### config.mk
export PLATFORM = sky130hd
export DESIGN_NAME = count_display
export DESIGN_NICKNAME = d
export VERILOG_FILES = /design/src/rtl/count_display_pkg.sv /design/src/rtl/count_display_bin2bcd.sv /design/src/rtl/count_display.sv
export SDC_FILE = /design/constraint.sdc
export NUM_CORES = 1
export LEC_CHECK = 0
export CAP_MARGIN = 20
export CORE_MARGIN = 8
export CORE_UTILIZATION = 56
export DETAILED_ROUTE_END_ITERATION = 7
export PLACE_DENSITY = 0.84
export REMOVE_ABC_BUFFERS = 1
export SYNTH_ARGS = -nofsm -noshare
export SYNTH_HDL_FRONTEND = slang
export SYNTH_SLANG_ARGS = --single-unit
### constraint.sdc
create_clock -name clk -period 3.4 [get_ports clk]
set_input_delay 0.68 -clock clk [delete_from_list [all_inputs] [get_ports clk]]
set_output_delay 0.68 -clock clk [all_outputs]
set_load 0.01 [all_outputs]
### src/rtl/count_display_pkg.sv
// Shared constants, FSM encoding and 7-segment helpers for the count_display slice.
package count_display_pkg;

    localparam int BIN_W    = 8;
    localparam int BCD_W    = 12;
    localparam int N_DIGITS = 3;

    typedef logic [1:0] state_t;
    localparam state_t ST_IDLE  = 2'd0;
    localparam state_t ST_SHIFT = 2'd1;
    localparam state_t ST_DONE  = 2'd2;

    // Active-high segment patterns, bit order {g,f,e,d,c,b,a}
    localparam logic [6:0] SEG_0     = 7'b0111111;
    localparam logic [6:0] SEG_1     = 7'b0000110;
    localparam logic [6:0] SEG_2     = 7'b1011011;
    localparam logic [6:0] SEG_3     = 7'b1001111;
    localparam logic [6:0] SEG_4     = 7'b1100110;
    localparam logic [6:0] SEG_5     = 7'b1101101;
    localparam logic [6:0] SEG_6     = 7'b1111101;
    localparam logic [6:0] SEG_7     = 7'b0000111;
    localparam logic [6:0] SEG_8     = 7'b1111111;
    localparam logic [6:0] SEG_9     = 7'b1101111;
    localparam logic [6:0] SEG_BLANK = 7'b0000000;

    function automatic logic [6:0] seg_decode(input logic [3:0] nibble);
        logic [6:0] w_seg;
        case (nibble)
            4'd0:    w_seg = SEG_0;
            4'd1:    w_seg = SEG_1;
            4'd2:    w_seg = SEG_2;
            4'd3:    w_seg = SEG_3;
            4'd4:    w_seg = SEG_4;
            4'd5:    w_seg = SEG_5;
            4'd6:    w_seg = SEG_6;
            4'd7:    w_seg = SEG_7;
            4'd8:    w_seg = SEG_8;
            4'd9:    w_seg = SEG_9;
            default: w_seg = SEG_BLANK;
        endcase
        return w_seg;
    endfunction

    function automatic logic [3:0] add3_nibble(input logic [3:0] nibble);
        return (nibble >= 4'd5) ? (nibble + 4'd3) : nibble;
    endfunction

endpackage

### src/rtl/count_display_bin2bcd.sv
// Sequential double-dabble converter: one add-3/shift step per clock, result committed on DONE.
module bin2bcd_seq
    import count_display_pkg::*;
(
    input  logic             clk,
    input  logic             rst_n,
    input  logic [BIN_W-1:0] value,
    input  logic             sample,
    output logic [BCD_W-1:0] bcd,
    output logic             bcd_valid,
    output logic             busy
);

    state_t                   r_state;
    logic [BIN_W-1:0]         r_shreg;
    logic [BCD_W-1:0]         r_scratch;
    logic [BCD_W-1:0]         r_bcd;
    logic [3:0]               r_iter;
    logic                     r_bcd_valid;
    logic                     r_busy;
    logic [BCD_W-1:0]         w_adj;
    logic [BCD_W+BIN_W-1:0]   w_cat;

    // Add-3 correction on every nibble, then the joint left shift
    always_comb begin
        w_adj = {add3_nibble(r_scratch[11:8]), add3_nibble(r_scratch[7:4]),
                 add3_nibble(r_scratch[3:0])};
        w_cat = {w_adj, r_shreg} << 1;
    end

    // Converter FSM and datapath registers
    always_ff @(posedge clk or negedge rst_n) begin
        if (!rst_n) begin
            r_state     <= ST_IDLE;
            r_shreg     <= {BIN_W{1'b0}};
            r_scratch   <= {BCD_W{1'b0}};
            r_bcd       <= {BCD_W{1'b0}};
            r_iter      <= 4'd0;
            r_bcd_valid <= 1'b0;
            r_busy      <= 1'b0;
        end else begin
            r_bcd_valid <= 1'b0;
            case (r_state)
                ST_IDLE: begin
                    if (sample) begin
                        r_shreg   <= value;
                        r_scratch <= {BCD_W{1'b0}};
                        r_iter    <= 4'd0;
                        r_busy    <= 1'b1;
                        r_state   <= ST_SHIFT;
                    end
                end
                ST_SHIFT: begin
                    r_scratch <= w_cat[BCD_W+BIN_W-1:BIN_W];
                    r_shreg   <= w_cat[BIN_W-1:0];
                    r_iter    <= r_iter + 4'd1;
                    if (r_iter == 4'd7) begin
                        r_state <= ST_DONE;
                    end
                end
                ST_DONE: begin
                    r_bcd       <= r_scratch;
                    r_bcd_valid <= 1'b1;
                    r_busy      <= 1'b0;
                    r_state     <= ST_IDLE;
                end
                default: begin
                    r_busy  <= 1'b0;
                    r_state <= ST_IDLE;
                end
            endcase
        end
    end

    assign bcd       = r_bcd;
    assign bcd_valid = r_bcd_valid;
    assign busy      = r_busy;

endmodule

### src/rtl/count_display.sv
// 7-segment back-end: BCD conversion of the counter value plus a multiplexed,
// leading-zero-blanked three-digit scanner.
module count_display
    import count_display_pkg::*;
#(
    parameter int SCAN_DIV       = 1024,
    parameter bit SEG_ACTIVE_LOW = 1'b0
)(
    input  logic             clk,
    input  logic             rst_n,
    input  logic [BIN_W-1:0] value,
    input  logic             sample,
    output logic [6:0]       seg,
    output logic [2:0]       an,
    output logic [BCD_W-1:0] bcd,
    output logic             bcd_valid,
    output logic             busy
);

    localparam int               DIV_W    = $clog2(SCAN_DIV);
    localparam logic [DIV_W-1:0] DIV_LAST = DIV_W'(SCAN_DIV - 1);
    localparam logic [1:0]       LAST_IDX = 2'(N_DIGITS - 1);

    logic [DIV_W-1:0] r_div;
    logic [1:0]       r_idx;
    logic [6:0]       r_seg;
    logic [2:0]       r_an;
    logic [BCD_W-1:0] w_bcd;
    logic             w_wrap;
    logic [1:0]       w_idx_next;
    logic [3:0]       w_nibble;
    logic             w_blank;
    logic [2:0]       w_an_raw;
    logic [6:0]       w_seg_raw;

    bin2bcd_seq u_bin2bcd (
        .clk       (clk),
        .rst_n     (rst_n),
        .value     (value),
        .sample    (sample),
        .bcd       (w_bcd),
        .bcd_valid (bcd_valid),
        .busy      (busy)
    );

    // Next digit index; an/seg are loaded from it so they switch together
    always_comb begin
        w_wrap = (r_div == DIV_LAST);
        if (w_wrap) begin
            if (r_idx == LAST_IDX) begin
                w_idx_next = 2'd0;
            end else begin
                w_idx_next = r_idx + 2'd1;
            end
        end else begin
            w_idx_next = r_idx;
        end
    end

    // Digit select from committed bcd with leading-zero blanking
    always_comb begin
        case (w_idx_next)
            2'd0: begin
                w_nibble = w_bcd[3:0];
                w_blank  = 1'b0;
                w_an_raw = 3'b001;
            end
            2'd1: begin
                w_nibble = w_bcd[7:4];
                w_blank  = (w_bcd[11:8] == 4'd0) && (w_bcd[7:4] == 4'd0);
                w_an_raw = 3'b010;
            end
            2'd2: begin
                w_nibble = w_bcd[11:8];
                w_blank  = (w_bcd[11:8] == 4'd0);
                w_an_raw = 3'b100;
            end
            default: begin
                w_nibble = 4'd0;
                w_blank  = 1'b1;
                w_an_raw = 3'b000;
            end
        endcase
        if (w_blank) begin
            w_seg_raw = SEG_BLANK;
        end else begin
            w_seg_raw = seg_decode(w_nibble);
        end
    end

    // Scan divider, digit index and polarity-adjusted output registers
    always_ff @(posedge clk or negedge rst_n) begin
        if (!rst_n) begin
            r_div <= {DIV_W{1'b0}};
            r_idx <= 2'd0;
            r_seg <= {7{SEG_ACTIVE_LOW}};
            r_an  <= {3{SEG_ACTIVE_LOW}};
        end else begin
            if (w_wrap) begin
                r_div <= {DIV_W{1'b0}};
            end else begin
                r_div <= r_div + DIV_W'(1);
            end
            r_idx <= w_idx_next;
            r_seg <= w_seg_raw ^ {7{SEG_ACTIVE_LOW}};
            r_an  <= w_an_raw ^ {3{SEG_ACTIVE_LOW}};
        end
    end

    assign seg = r_seg;
    assign an  = r_an;
    assign bcd = w_bcd;

endmodule
Yosys cells after proc, flatten, opt, wreduce, memory -nomap -nowiden
Memory sizes are Yosys's and may differ from the RTL's.
Index checks and enable logic that the tools add are counted.
W data, S select, Z words.
{ "word_totals": {"reg_bits": 62, "romBits": 112, "elab_cells": 62, "mem_count": 1} }
{ "mem_list": {"columns": ["memory", "words", "word_bits", "read_ports", "rd_ports_with_merged_regs", "wr", "line", "rtl"], "rows": [
  ["(no name shown)", 16, 7, 1, 0, 0, "count_display_pkg.sv:28", "case (nibble)"]
]} }
{ "classes": {"add_sub_neg": 6, "n_lt_le_gt_ge": 3, "eq_ne": 9, "mux": 22, "bitwise_logic": 1, "n_reduce_logical": 9} }
{ "ops": {"columns": ["cell", "count"], "rows": [
  ["$pmux W12 S2", 1],
  ["$pmux W8 S2", 1],
  ["$ge A4 B3 Y1 const B", 3],
  ["$mux W12", 1],
  ["$mux W4", 3],
  ["$pmux W4 S3", 1],
  ["$add A10 B1 Y10 const B", 1],
  ["$eq A10 B10 Y1 const B", 1],
  ["$mux W10", 1],
  ["$pmux W3 S3", 1],
  ["$add A4 B2 Y4 const B", 2],
  ["$logic_not A4 Y1", 2],
  ["$mux W2", 4],
  ["$mux W8", 1],
  ["$pmux W4 S2", 1],
  ["$mux W7", 1],
  ["$eq A2 B2 Y1 const B", 3],
  ["$reduce_and A2 Y1", 3],
  ["$add A4 B1 Y4 const B", 1],
  ["$eq A2 B1 Y1 const B", 2],
  ["$eq A4 B3 Y1 const B", 1],
  ["$logic_not A2 Y1", 2],
  ["$pmux W2 S2", 1],
  ["$add A3 B2 Y3 const B", 1],
  ["other kinds (10)", 11]
]} }

Depth between registers and ports, before layout
Gate-level depths: netlist of run 1.
An unclocked memory read counts as a cell.
{ "depth": {"ltp_word": 7, "mapped_depth": 10} }

Cells and area by module
From an unflattened synthesis of run 1, not the netlist that was laid out.
{ "hier_totals": {"hier_cells": 330, "area_unflattened_um2": 3365.7} }
{ "by_module_without_submodules": {"columns": ["mod", "instances", "cells_each", "area_each_um2", "seq_area_each_um2"], "rows": [
  ["bin2bcd_seq", 1, 178, 1884.3, 1001.0],
  ["count_display", 1, 152, 1481.4, 550.5]
]} }

Worst setup path before layout of run 1
Ideal clock, no wire load.
{ "synth_path": {"kind": "register to register", "start": "register r_div[0]", "end": "register r_seg[5], in the netlist seg[5]", "setup_ns": 0.095, "arrival_ns": 2.504, "required_ns": 3.305, "path_slack_ns": 0.800, "path_stages_with_launch": 10, "path_buffers": 0, "cell_sequence": "dfrtp_1 > ha_1 > and4_4 > nand3_4 > mux2_4 > a221oi_4 > inv_1 > ha_1 > or3b_2 > o31ai_1"} }
{ "synth_via": {"elab_chain_cells": 6, "word_cells_on_any_way": 9, "classes_between": "eq/ne (3); mux (4); reduce/logical (1); memory (1)"} }
{ "synth_rtl": {"columns": ["element", "line", "rtl"], "rows": [
  ["from (decl)", "count_display.sv:24", "logic [DIV_W-1:0] r_div;"],
  ["from (signal assigned)", "count_display.sv:94", "r_div <= {DIV_W{1'b0}};"],
  ["from (signal assigned)", "count_display.sv:100", "r_div <= {DIV_W{1'b0}};"],
  ["from (signal assigned)", "count_display.sv:102", "r_div <= r_div + DIV_W'(1);"],
  ["$eq A10 B10 Y1 *", "count_display.sv:48", "w_wrap = (r_div == DIV_LAST);"],
  ["$mux W2 *", "count_display.sv:49", "if (w_wrap) begin"],
  ["$eq A2 B2 Y1, or another cell as far along", "count_display.sv:62", "case (w_idx_next)"],
  ["$pmux W4 S3", "count_display.sv:62", null],
  ["$mem_v2 Z16 W7", null, null],
  ["$mux W7 *", "count_display.sv:84", "if (w_blank) begin"],
  ["named net w_seg_raw[5]", "count_display.sv:34", "logic [6:0] w_seg_raw;"],
  ["to (signal assigned)", "count_display.sv:96", "r_seg <= {7{SEG_ACTIVE_LOW}};"],
  ["to (signal assigned)", "count_display.sv:105", "r_seg <= w_seg_raw ^ {7{SEG_ACTIVE_LOW}};"],
  ["to (decl)", "count_display.sv:26", "logic [6:0] r_seg;"]
]} }
The timed path passes the listed nets; every way through them passes the cells marked *.
A chain may end at the register's enable or synchronous reset.

Final worst setup path of run 1
Same ends and word-level chain as after synthesis.

==> results of run 1 <==
[flip-flops by register name (all words and copies together), names as in the netlist]
| name | count |
|---|---|
| seg | 7 |
| r_div | 10 |
| r_idx | 2 |
| an | 3 |
| u_bin2bcd.r_iter | 4 |
| u_bin2bcd.r_scratch | 12 |
| u_bin2bcd.r_state | 2 |
| u_bin2bcd.busy | 1 |
| u_bin2bcd.r_shreg | 8 |
| u_bin2bcd.bcd | 12 |
| u_bin2bcd.bcd_valid | 1 |
[area by class of cell]
class                   instances  area, um2  area share [%]
multi-input cells             240       1570            41.3
inverters                      14       52.6            1.38
clock inverters                 4       47.5            1.25
clock buffers                  12        135            3.55
repair buffers                 37        358            9.40
well taps                      72       90.1            2.37
flip-flops and latches         62       1550            40.8
[placed cells by master (no fill, tap or decap), types with 2 or more instances in the layout]
cell,n
a22oi_1,8
nand3_1,8
buf_4,3
nor2_1,17
mux2_2,10
nor3_1,8
clkdlybuf4s50_1,33
o211ai_1,2
a22o_1,2
o2111ai_1,2
clkbuf_1,3
a21oi_1,22
inv_1,14
mux2i_1,3
ha_1,11
and2_1,3
xnor2_1,5
clkbuf_8,9
o21ai_0,39
nor2b_1,16
clkinv_2,2
nand2_1,31
and4_4,2
nand4_1,4
dfrtp_1,62
xor2_1,7
nand3b_1,3
o31ai_1,8
nor4_1,2
nand2b_1,6
a31oi_1,3
[worst max-delay path, cell delays in order (launching register included)]
cell and delay, ps:
dfrtp_1 380, ha_1 260, and4_4 280, nand3_4 140, mux2_4 350, a221oi_4 420
inv_1 120, ha_1 230, or3b_2 460, o31ai_1 70
[power by group through the flow]
stage | clock (uW) | sequential [uW] | combinational (uW)
floorplan | 0 | 1120 | 608
global placement | 0 | 1130 | 915
detailed placement | 0 | 1140 | 957
CTS | 629 | 1130 | 965
global route | 661 | 1160 | 1080
finish | 612 | 1130 | 955
[synthesized netlist by cell type (2+ instances only)]
cell type and number:
dfrtp_1 62, o21ai_0 39, nand2_1 31, a21oi_1 22, nor2_1 17, nor2b_1 16, inv_1 14, clkbuf_1 11
ha_1 11, mux2_2 10, a22oi_1 8, nand3_1 8, nor3_1 8, o31ai_1 8, xor2_1 7, nand2b_1 6
xnor2_1 5, nand4_1 4, a31oi_1 3, and2_1 3, mux2i_1 3, nand3b_1 3, a22o_1 2, and4_4 2
buf_2 2, nor4_1 2, o2111ai_1 2, o211ai_1 2
[metal layers]
metal / vias to the layer above / GRT usage, % / share of wire (%)
li1: 1250 / - / -
met1: 1243 / 20.8 / 44
met2: 56 / 28.1 / 51
met3: 10 / 3.67 / 3.9
met4: 0 / 8.86 / 1.5
met5: - / 0 / 0
[cells by family after synthesis]
kind of cell | Yosys count | share of synthesized area (%)
and+or+nand+nor | 107 | 17.5
buffers and inverters | 28 | 3.33
adders and majority gates | 11 | 4.26
xor gates and xnor gates | 12 | 3.25
muxes | 14 | 4.88
DFF | 62 | 48.0
AOI/OAI and AO/OA | 96 | 18.7
[how the worst max path moves through the flow]
stage                                  start          endpoint  slack (ps)  depth (start not counted)
after floorplan           r_div[0]$_DFF_PN0_  seg[5]$_DFF_PN0_         800                          9
after global placement    r_div[0]$_DFF_PN0_  seg[5]$_DFF_PN0_         710                          9
after detailed placement  r_div[0]$_DFF_PN0_  seg[5]$_DFF_PN0_         600                          9
after CTS                 r_div[0]$_DFF_PN0_  seg[5]$_DFF_PN0_         590                          9
after global routing      r_div[0]$_DFF_PN0_  seg[5]$_DFF_PN0_         410                          9
final                     r_div[0]$_DFF_PN0_  seg[5]$_DFF_PN0_         600                          9
[per-stage QoR]
step / util [%] / hold slack [ps]
after global routing: 68.7 / 332
after CTS: 68.7 / 310
after global placement: 65.4 / 459
after floorplan: - / 384
after detailed placement: 65.4 / 476
final: 68.7 / 312
==> reports/metrics.yaml, run 1 <==
die_area_um2: 8460
timing.final.crit_share_pct: 82.5
synth_top_area_cell: "dfrtp_1"
ys_types: 47
p_clk_share_pct: 22.7
yosys_warnings: 0
dp_cells: 425
cts_buffers: 9
initial_core_util_pct: 58.3
syn_inst: 330
ys.flop_type: "dfrtp_1"
hold_class: "primary input to async pin"
die_h_um: 92.0
ir_drop_mv: 0.539
synth_area_leaders: "dfrtp_1 48%, o21ai_0 6.0%, ha_1 4.3%, nand2_1 3.6%, mux2_2 3.5%"
internal_power_uw: 1730
slew_headroom_pct: 39.2
slew_viol_final: 0
min_period_ps: 2800
final_area_um2: 3810
postCtsSetupBuffers: 0
core_area_um2: 5540
r2r-end: "seg[5]$_DFF_PN0_"
path_clk_slew_ps: 60
final_layout_size_suffix_gt1_share_pct: 10.0
crit_type: "flip-flop to flip-flop"
yosysSeqAreaShare_pct: 48.0
switching_share_pct: 35.8
ctsHoldBuffers: 0
power.static_leakage_uw: 0.00165
cts_root_buffer: "clkbuf_8"
finalPower_uw: 2700
synth_top_area_share_pct: 48.0
ys_ff_latch: 62
grt_pass1_wl_um: 11800
skew_ps: 4.33
clock.fmax_mhz: 357
worstMarginPinSlew_ps: 908
cts_tree: "yes"
grt_pass1_vias: 2531
route.detailed.drc: 0
placed_area_um2: 3620
tns_ps: 0
clockBufferDepth: 2
setup_ws_ps: 596
post_cts_resized: 0
routed_wl_um: 6840
worst_setup_path_start_kind: "flip-flop"
layout.cells.non_filler: 441
synth_area_um2: 3230
wire_per_inst_um: 15.5
fillers: 439
hpwl_um: 4770
synth_area_per_cell_um2: 9.79
rsz0062_at_grt: "false"
p_per_area_nw_per_um2: 708
vias: 2559
fp.dieW_um: 92.0
clkLatencyLatePin_ps: 330
post-place-ws_ps: 605
antenna_found_initial: 0
final_hold_viol_count: 0
setup_viol: 0
first_iter_violations: 75
io_buffers: 34
overflow: 0
viasPerCell: 5.80
crit_fanout: 10
combPwrFrac_pct: 35.4
grt_usage_pct: 17.1
status: "finished, final reports clean"
ant_nets: 0
grt_max_degree: 41
htreeDepth: 3
worstPathArrival_ps: 3040
reg2reg_from: "r_div[0]$_DFF_PN0_"
maxCapViolCount: 0
required_ps: 3640
r2r_cells: 9
areaGrowthSynthToFinish_pct: 17.8
gp_congestion: 0.835
num_rows: 27
p_seq_share_pct: 41.9
async_flop_share_pct: 100
cts.sink_count: 62
ff2ff_setup_slack_ps: 600
n_antenna_cell: 0
switching_power_uw: 967
critPathCaptureType: "flip-flop"
io_pins: 35
synth_edf_count: 0
dr.pass1.iters: 4
fin_nets: 386
Note: power is estimated with default switching activity, not from simulation.
==> inputs of run 2 (changes only) <==
==> constraint.sdc (replaced) <==
create_clock -name clk -period 2.65 [get_ports clk]
set_input_delay 0.53 -clock clk [delete_from_list [all_inputs] [get_ports clk]]
set_output_delay 0.53 -clock clk [all_outputs]
set_load 0.01 [all_outputs]
==> reports/metrics.yaml, run 2 (same netlist as run 1, synthesis figures left out) <==
crit_buf_inv: 1  # unchanged
io_buffers: 34  # unchanged
final_cell_mix: "62 x dfrtp_1, 39 x o21ai_0, 33 x clkdlybuf4s50_1, 31 x nand2_1, 22 x a21oi_1"
routed_wl_um: 7030  # +2.8%
slew_viol_final: 0  # unchanged
vias: 2627  # +2.7%
die_area_um2: 8460  # unchanged
ctsHoldBuffers: 0  # unchanged
areaGrowthSynthToFinish_pct: 21.8
final_hold_viol_count: 0  # unchanged
power.static_leakage_uw: 0.00172  # +4.7%
cpPeakStageDelay_ps: 460  # about the same
crit_fanout: 8  # -2
grt_pass1_vias: 2625  # +3.7%
fillers: 424  # -3.4%
rsz0062_at_grt: "false"
ant_nets: 0  # unchanged
core_area_um2: 5540  # unchanged
htreeDepth: 3  # unchanged
fin_nets: 397  # +2.8%
timing.final.crit_share_pct: 94.6  # +12 points
cts_root_buffer: "clkbuf_8"
status: "finished, final reports clean"
overflow: 0  # unchanged
cts_buffers: 9  # unchanged
first_iter_violations: 98  # +31%
crit_type: "flip-flop to flip-flop"
critPathSlowestCell: "or3b_2"
ir_drop_mv: 0.591  # +9.6%
maxCapViolCount: 0  # unchanged
n_antenna_cell: 0  # unchanged
reg2reg_from: "r_div[1]$_DFF_PN0_"
num_rows: 27  # unchanged
worstMarginPinSlew_ps: 613  # -295 ps
grt_usage_pct: 17.7  # +0.61 points
path_clk_slew_ps: 70  # about the same
clkLatencyLatePin_ps: 350  # +20 ps
fp.dieW_um: 92.0  # unchanged
slew_headroom_pct: 59.0  # +20 points
worst_setup_path_start_kind: "flip-flop"
io_pins: 35  # unchanged
cts_tree: "yes"
p_per_area_nw_per_um2: 917  # +29%
skew_ps: 10.1  # +5.77 ps
critPathLaunch: "r_div[1]$_DFF_PN0_"
post-place-ws_ps: 113  # -491 ps
final_common_cell: "dfrtp_1"
post_cts_resized: 0  # unchanged
worstPathArrival_ps: 2760  # -280 ps
placed_area_um2: 3700  # +2.0%
critPathCaptureType: "flip-flop"
gp_congestion: 0.881  # +5.5%
required_ps: 2900  # -740 ps
min_period_ps: 2510  # -297 ps
setup_viol: 0  # unchanged
route.detailed.drc: 0  # unchanged
postCtsSetupBuffers: 0  # unchanged
grt_pass1_wl_um: 12200  # +3.0%
die_h_um: 92.0  # unchanged
initial_core_util_pct: 58.3  # unchanged
clockBufferDepth: 2  # unchanged
viasPerCell: 5.81  # +0.16%
antenna_found_initial: 0  # unchanged
hpwl_um: 4950  # +3.8%
final_area_um2: 3930  # +3.4%
cpMostUsedCell: "ha_1"
final_layout_size_suffix_gt1_share_pct: 12.9  # +2.9 points
setup_ws_ps: 143  # -453 ps
cp_cell_sequence: "ha_1 -> and4_4 -> nand3_4 -> mux2_4 -> a221oi_4 -> inv_1 -> ha_1 -> or3b_2 -> o31ai_1"
wire_per_inst_um: 15.6  # +0.34%
hold_class: "primary input to async pin"
clock.fmax_mhz: 399  # +12%
tns_ps: 0  # unchanged
dr.pass1.iters: 5  # +1
cpLargestDelayFamily: "simple AND/OR/NAND/NOR gates"
grt_max_degree: 63  # +54%
cts.sink_count: 62  # unchanged
[run 2: cell types whose count changed in the layout (fill, tap and decap cells not counted), sizes merged]
cell,previous run,this run
clkinvlp,1,0
bufinv,1,2
buf,4,15
[run 2: metal layers]
metal	vias up	global-route usage [%]	routed length, um
met5	-	0	0
met4	0	7.65	142
met3	15	6.28	316
met2	65	29.4	3560
met1	1281	20.2	3020
li1	1266	-	-
[run 2: area by class of cell]
cell class	count	area (um2)	area share (%)
sequential	62	1550	39.4
clock inverter	4	70.1	1.78
multi-input combinational	240	1570	39.9
inverter	14	52.6	1.34
clock buffer	12	145	3.69
timing repair buffer	48	453	11.5
tap	72	90.1	2.29
[run 2: per-stage QoR]
step	total power, uW	hold WS, ps	instances	utilization [%]
floorplan	2210	234	316	-
global placement	2660	456	433	66.7
detailed placement	2720	481	433	66.7
CTS	3630	188	449	70.6
global route	3880	205	452	71.0
finish	3610	188	452	71.0
[run 2: final timing paths]
| kind | to | slack (ps) | depth (start not counted) |
|---|---|---|---|
| worst max-delay path | seg[5]$_DFF_PN0_ | 140 | 9 |
| worst min-delay path | u_bin2bcd.r_scratch[5]$_DFFE_PN0P_ | 190 | 2 |
| worst max register to register | seg[5]$_DFF_PN0_ | 140 | 9 |
| worst min register to register | u_bin2bcd.busy$_DFFE_PN0P_ | 510 | 2 |
| max in group asynchronous | u_bin2bcd.bcd_valid$_DFF_PN0_ | 2210 | 2 |
| min in group clk | u_bin2bcd.busy$_DFFE_PN0P_ | 510 | 2 |
[run 2: power by group]
part	total (uW)	internal, uW	leakage [uW]	switching (uW)
Combinational	1250	615	0.000829	638
Sequential	1460	1190	0.000784	262
Clock	899	552	0.000110	346
Total	3610	2360	0.00172	1250
==> inputs of run 3 (changes only) <==
--- a/config.mk
+++ b/config.mk
@@ -7,10 +7,11 @@
 export LEC_CHECK = 0
 export CAP_MARGIN = 20
 export CORE_MARGIN = 8
-export CORE_UTILIZATION = 56
+export CORE_UTILIZATION = 57
 export DETAILED_ROUTE_END_ITERATION = 7
-export PLACE_DENSITY = 0.84
+export PLACE_DENSITY = 0.85
 export REMOVE_ABC_BUFFERS = 1
 export SYNTH_ARGS = -nofsm -noshare
 export SYNTH_HDL_FRONTEND = slang
+export SYNTH_HIERARCHICAL = 1
 export SYNTH_SLANG_ARGS = --single-unit
==> reports/metrics.yaml, run 3 <==
yosys_warnings: 6  # +6
dr.pass1.iters: 4  # -1
skew_ps: 11.1  # +1.01 ps
ctsHoldBuffers: 0  # unchanged
routed_wl_um: 6840  # -2.7%
p_per_area_nw_per_um2: 937  # +2.2%
io_buffers: 34  # unchanged
num_rows: 28  # +3.7%
die_area_um2: 8620  # +1.9%
crit_buf_inv: 2  # +1
clock.fmax_mhz: 410  # +2.9%
cpPeakStageDelay_ps: 410  # -50 ps
path_clk_slew_ps: 70  # about the same
cp_cell_sequence: "ha_1 -> nand4_1 -> nor3_4 -> buf_12 -> mux2_2 -> inv_1 -> nor2_1 -> a31o_1"
timing.final.crit_share_pct: 91.9  # -2.6 points
initial_core_util_pct: 57.9  # -0.44 points
worstMarginPinSlew_ps: 807  # +193 ps
synth_edf_count: 0  # unchanged
die_h_um: 92.8  # +0.96%
first_iter_violations: 128  # +31%
cts_tree: "yes"
grt_usage_pct: 16.7  # -1.0 points
slew_headroom_pct: 46.2  # -13 points
fp.dieW_um: 92.8  # +0.96%
yosysMostFrequentCell: "dfrtp_1"
maxCapViolCount: 0  # unchanged
cts.sink_count: 62  # unchanged
crit_type: "flip-flop to flip-flop"
ir_drop_mv: 0.554  # -6.3%
async_flop_share_pct: 100  # unchanged
ant_nets: 0  # unchanged
core_area_um2: 5820  # +5.0%
synth_top_area_share_pct: 46.1  # -1.9 points
clockBufferDepth: 2  # unchanged
rsz0062_at_grt: "false"
n_antenna_cell: 0  # unchanged
synth_common_cells: "62 x dfrtp_1, 42 x nand2_1, 25 x o21ai_1"
final_cell_mix: "62 x dfrtp_1, 42 x nand2_1, 33 x clkdlybuf4s50_1, 25 x o21ai_1, 23 x inv_1"
clkLatencyLatePin_ps: 340  # about the same
gp_congestion: 0.865  # -1.7%
ys_ff_latch: 62  # unchanged
min_period_ps: 2440  # -70.1 ps
post_cts_resized: 0  # unchanged
critPathCaptureType: "flip-flop"
antenna_found_initial: 0  # unchanged
required_ps: 2870  # -30 ps
critPathLaunch: "r_div[0]$_DFF_PN0_"
wire_per_inst_um: 15.4  # -0.73%
vias: 2631  # +0.15%
fin_nets: 385  # -3.0%
final_core_util_pct: 67.1  # -3.9 points
status: "finished, final reports clean"
synth_top_area_cell: "dfrtp_1"
r2r_cells: 8  # -1
synth_area_leaders: "dfrtp_1 46%, nand2_1 4.7%, ha_1 4.1%, o21ai_1 3.7%, inv_1 2.6%"
overflow: 0  # unchanged
areaGrowthSynthToFinish_pct: 15.9
tns_ps: 0  # unchanged
slew_viol_final: 0  # unchanged
grt_pass1_wl_um: 11700  # -3.7%
synth_area_um2: 3370  # +4.2%
yosysSeqAreaShare_pct: 46.1  # -1.9 points
power.static_leakage_uw: 0.00164  # -5.1%
final_hold_viol_count: 0  # unchanged
ys.flop_type: "dfrtp_1"
htreeDepth: 3  # unchanged
cts_buffers: 9  # unchanged
hold_class: "primary input to async pin"
ys_types: 60  # +28%
worstPathArrival_ps: 2660  # -100 ps
synth_area_per_cell_um2: 10.2  # +4.2%
grt_max_degree: 63  # unchanged
reg2reg_from: "r_div[0]$_DFF_PN0_"
io_pins: 35  # unchanged
worst-path-stages: 8  # -1
critPathSlowestCell: "mux2_2"
hpwl_um: 4810  # -2.9%
final_layout_size_suffix_gt1_share_pct: 12.2  # -0.67 points
crit_fanout: 7  # -1
cpLargestDelayFamily: "simple AND/OR/NAND/NOR gates"
final_common_cell: "dfrtp_1"
worst_setup_path_start_kind: "flip-flop"
setup_viol: 0  # unchanged
syn_inst: 330  # unchanged
cts_root_buffer: "clkbuf_8"
route.detailed.drc: 0  # unchanged
grt_pass1_vias: 2617  # -0.30%
viasPerCell: 5.94  # +2.2%
[run 3: final cells by class]
cell class	instances	area [um2]
Multi-Input combinational cell	229	1610
Inverter	23	86.3
Clock inverter	4	22.5
Clock buffer	12	145
Timing Repair Buffer	38	390
Sequential cell	62	1550
Tap cell	75	93.8
Fill cell	457	1910
[run 3: metal layers]
layer	GRT usage, %	routed length [um]	part of all wire (%)	vias up
li1	-	-	-	1265
met1	19.7	2890	42	1263
met2	27.3	3380	49	91
met3	5.02	465	6.8	12
met4	7.65	113	1.7	0
met5	0	0	0	-
[run 3: cell families (layout without fill, tap and decap cells)]
group	after synthesis	after routing	synth area share, %
DFF	62	62	46.1
and+or+nand+nor	100	100	16.5
xor gates and xnor gates	9	9	2.34
muxes	12	12	3.90
buffers and inverters	39	77	5.98
AOI/OAI and AO/OA	96	96	20.8
adders and majority gates	12	12	4.39
[run 3: per-stage QoR]
stage	cells	hold WS, ps	total power, uW	area, um2	worst slack, ps
floorplan	314	234	2460	3250	502
global placement	425	461	2870	3710	352
detailed placement	425	478	2950	3710	223
CTS	441	200	3680	3870	201
global route	443	213	3910	3900	40.5
finish	443	191	3660	3900	213
[run 3: where the power goes]
group,switching [uW],internal [uW],total [uW],leakage [uW]
clock network,354,360,714,0.0000861
logic,802,685,1490,0.000766
registers,254,1200,1460,0.000784
[run 3: path summary, 6_finish.rpt]
kind	to	slack [ps]
min	r_div[2]$_DFF_PN0_	190
min in group clk	r_div[0]$_DFF_PN0_	480
max	seg[6]$_DFF_PN0_	210
max reg2reg	seg[6]$_DFF_PN0_	210
max in group asynchronous	u_bin2bcd/bcd[0]$_DFFE_PN0P_	2190
min reg2reg	r_div[0]$_DFF_PN0_	480
[run 3: repair_timing]
| item | CTS | global route |
|---|---|---|
| hold endpoints to repair | 0 | 0 |
| buffers inserted | 0 | 2 |
| endpoints found under the setup margin | 0 | 1 |
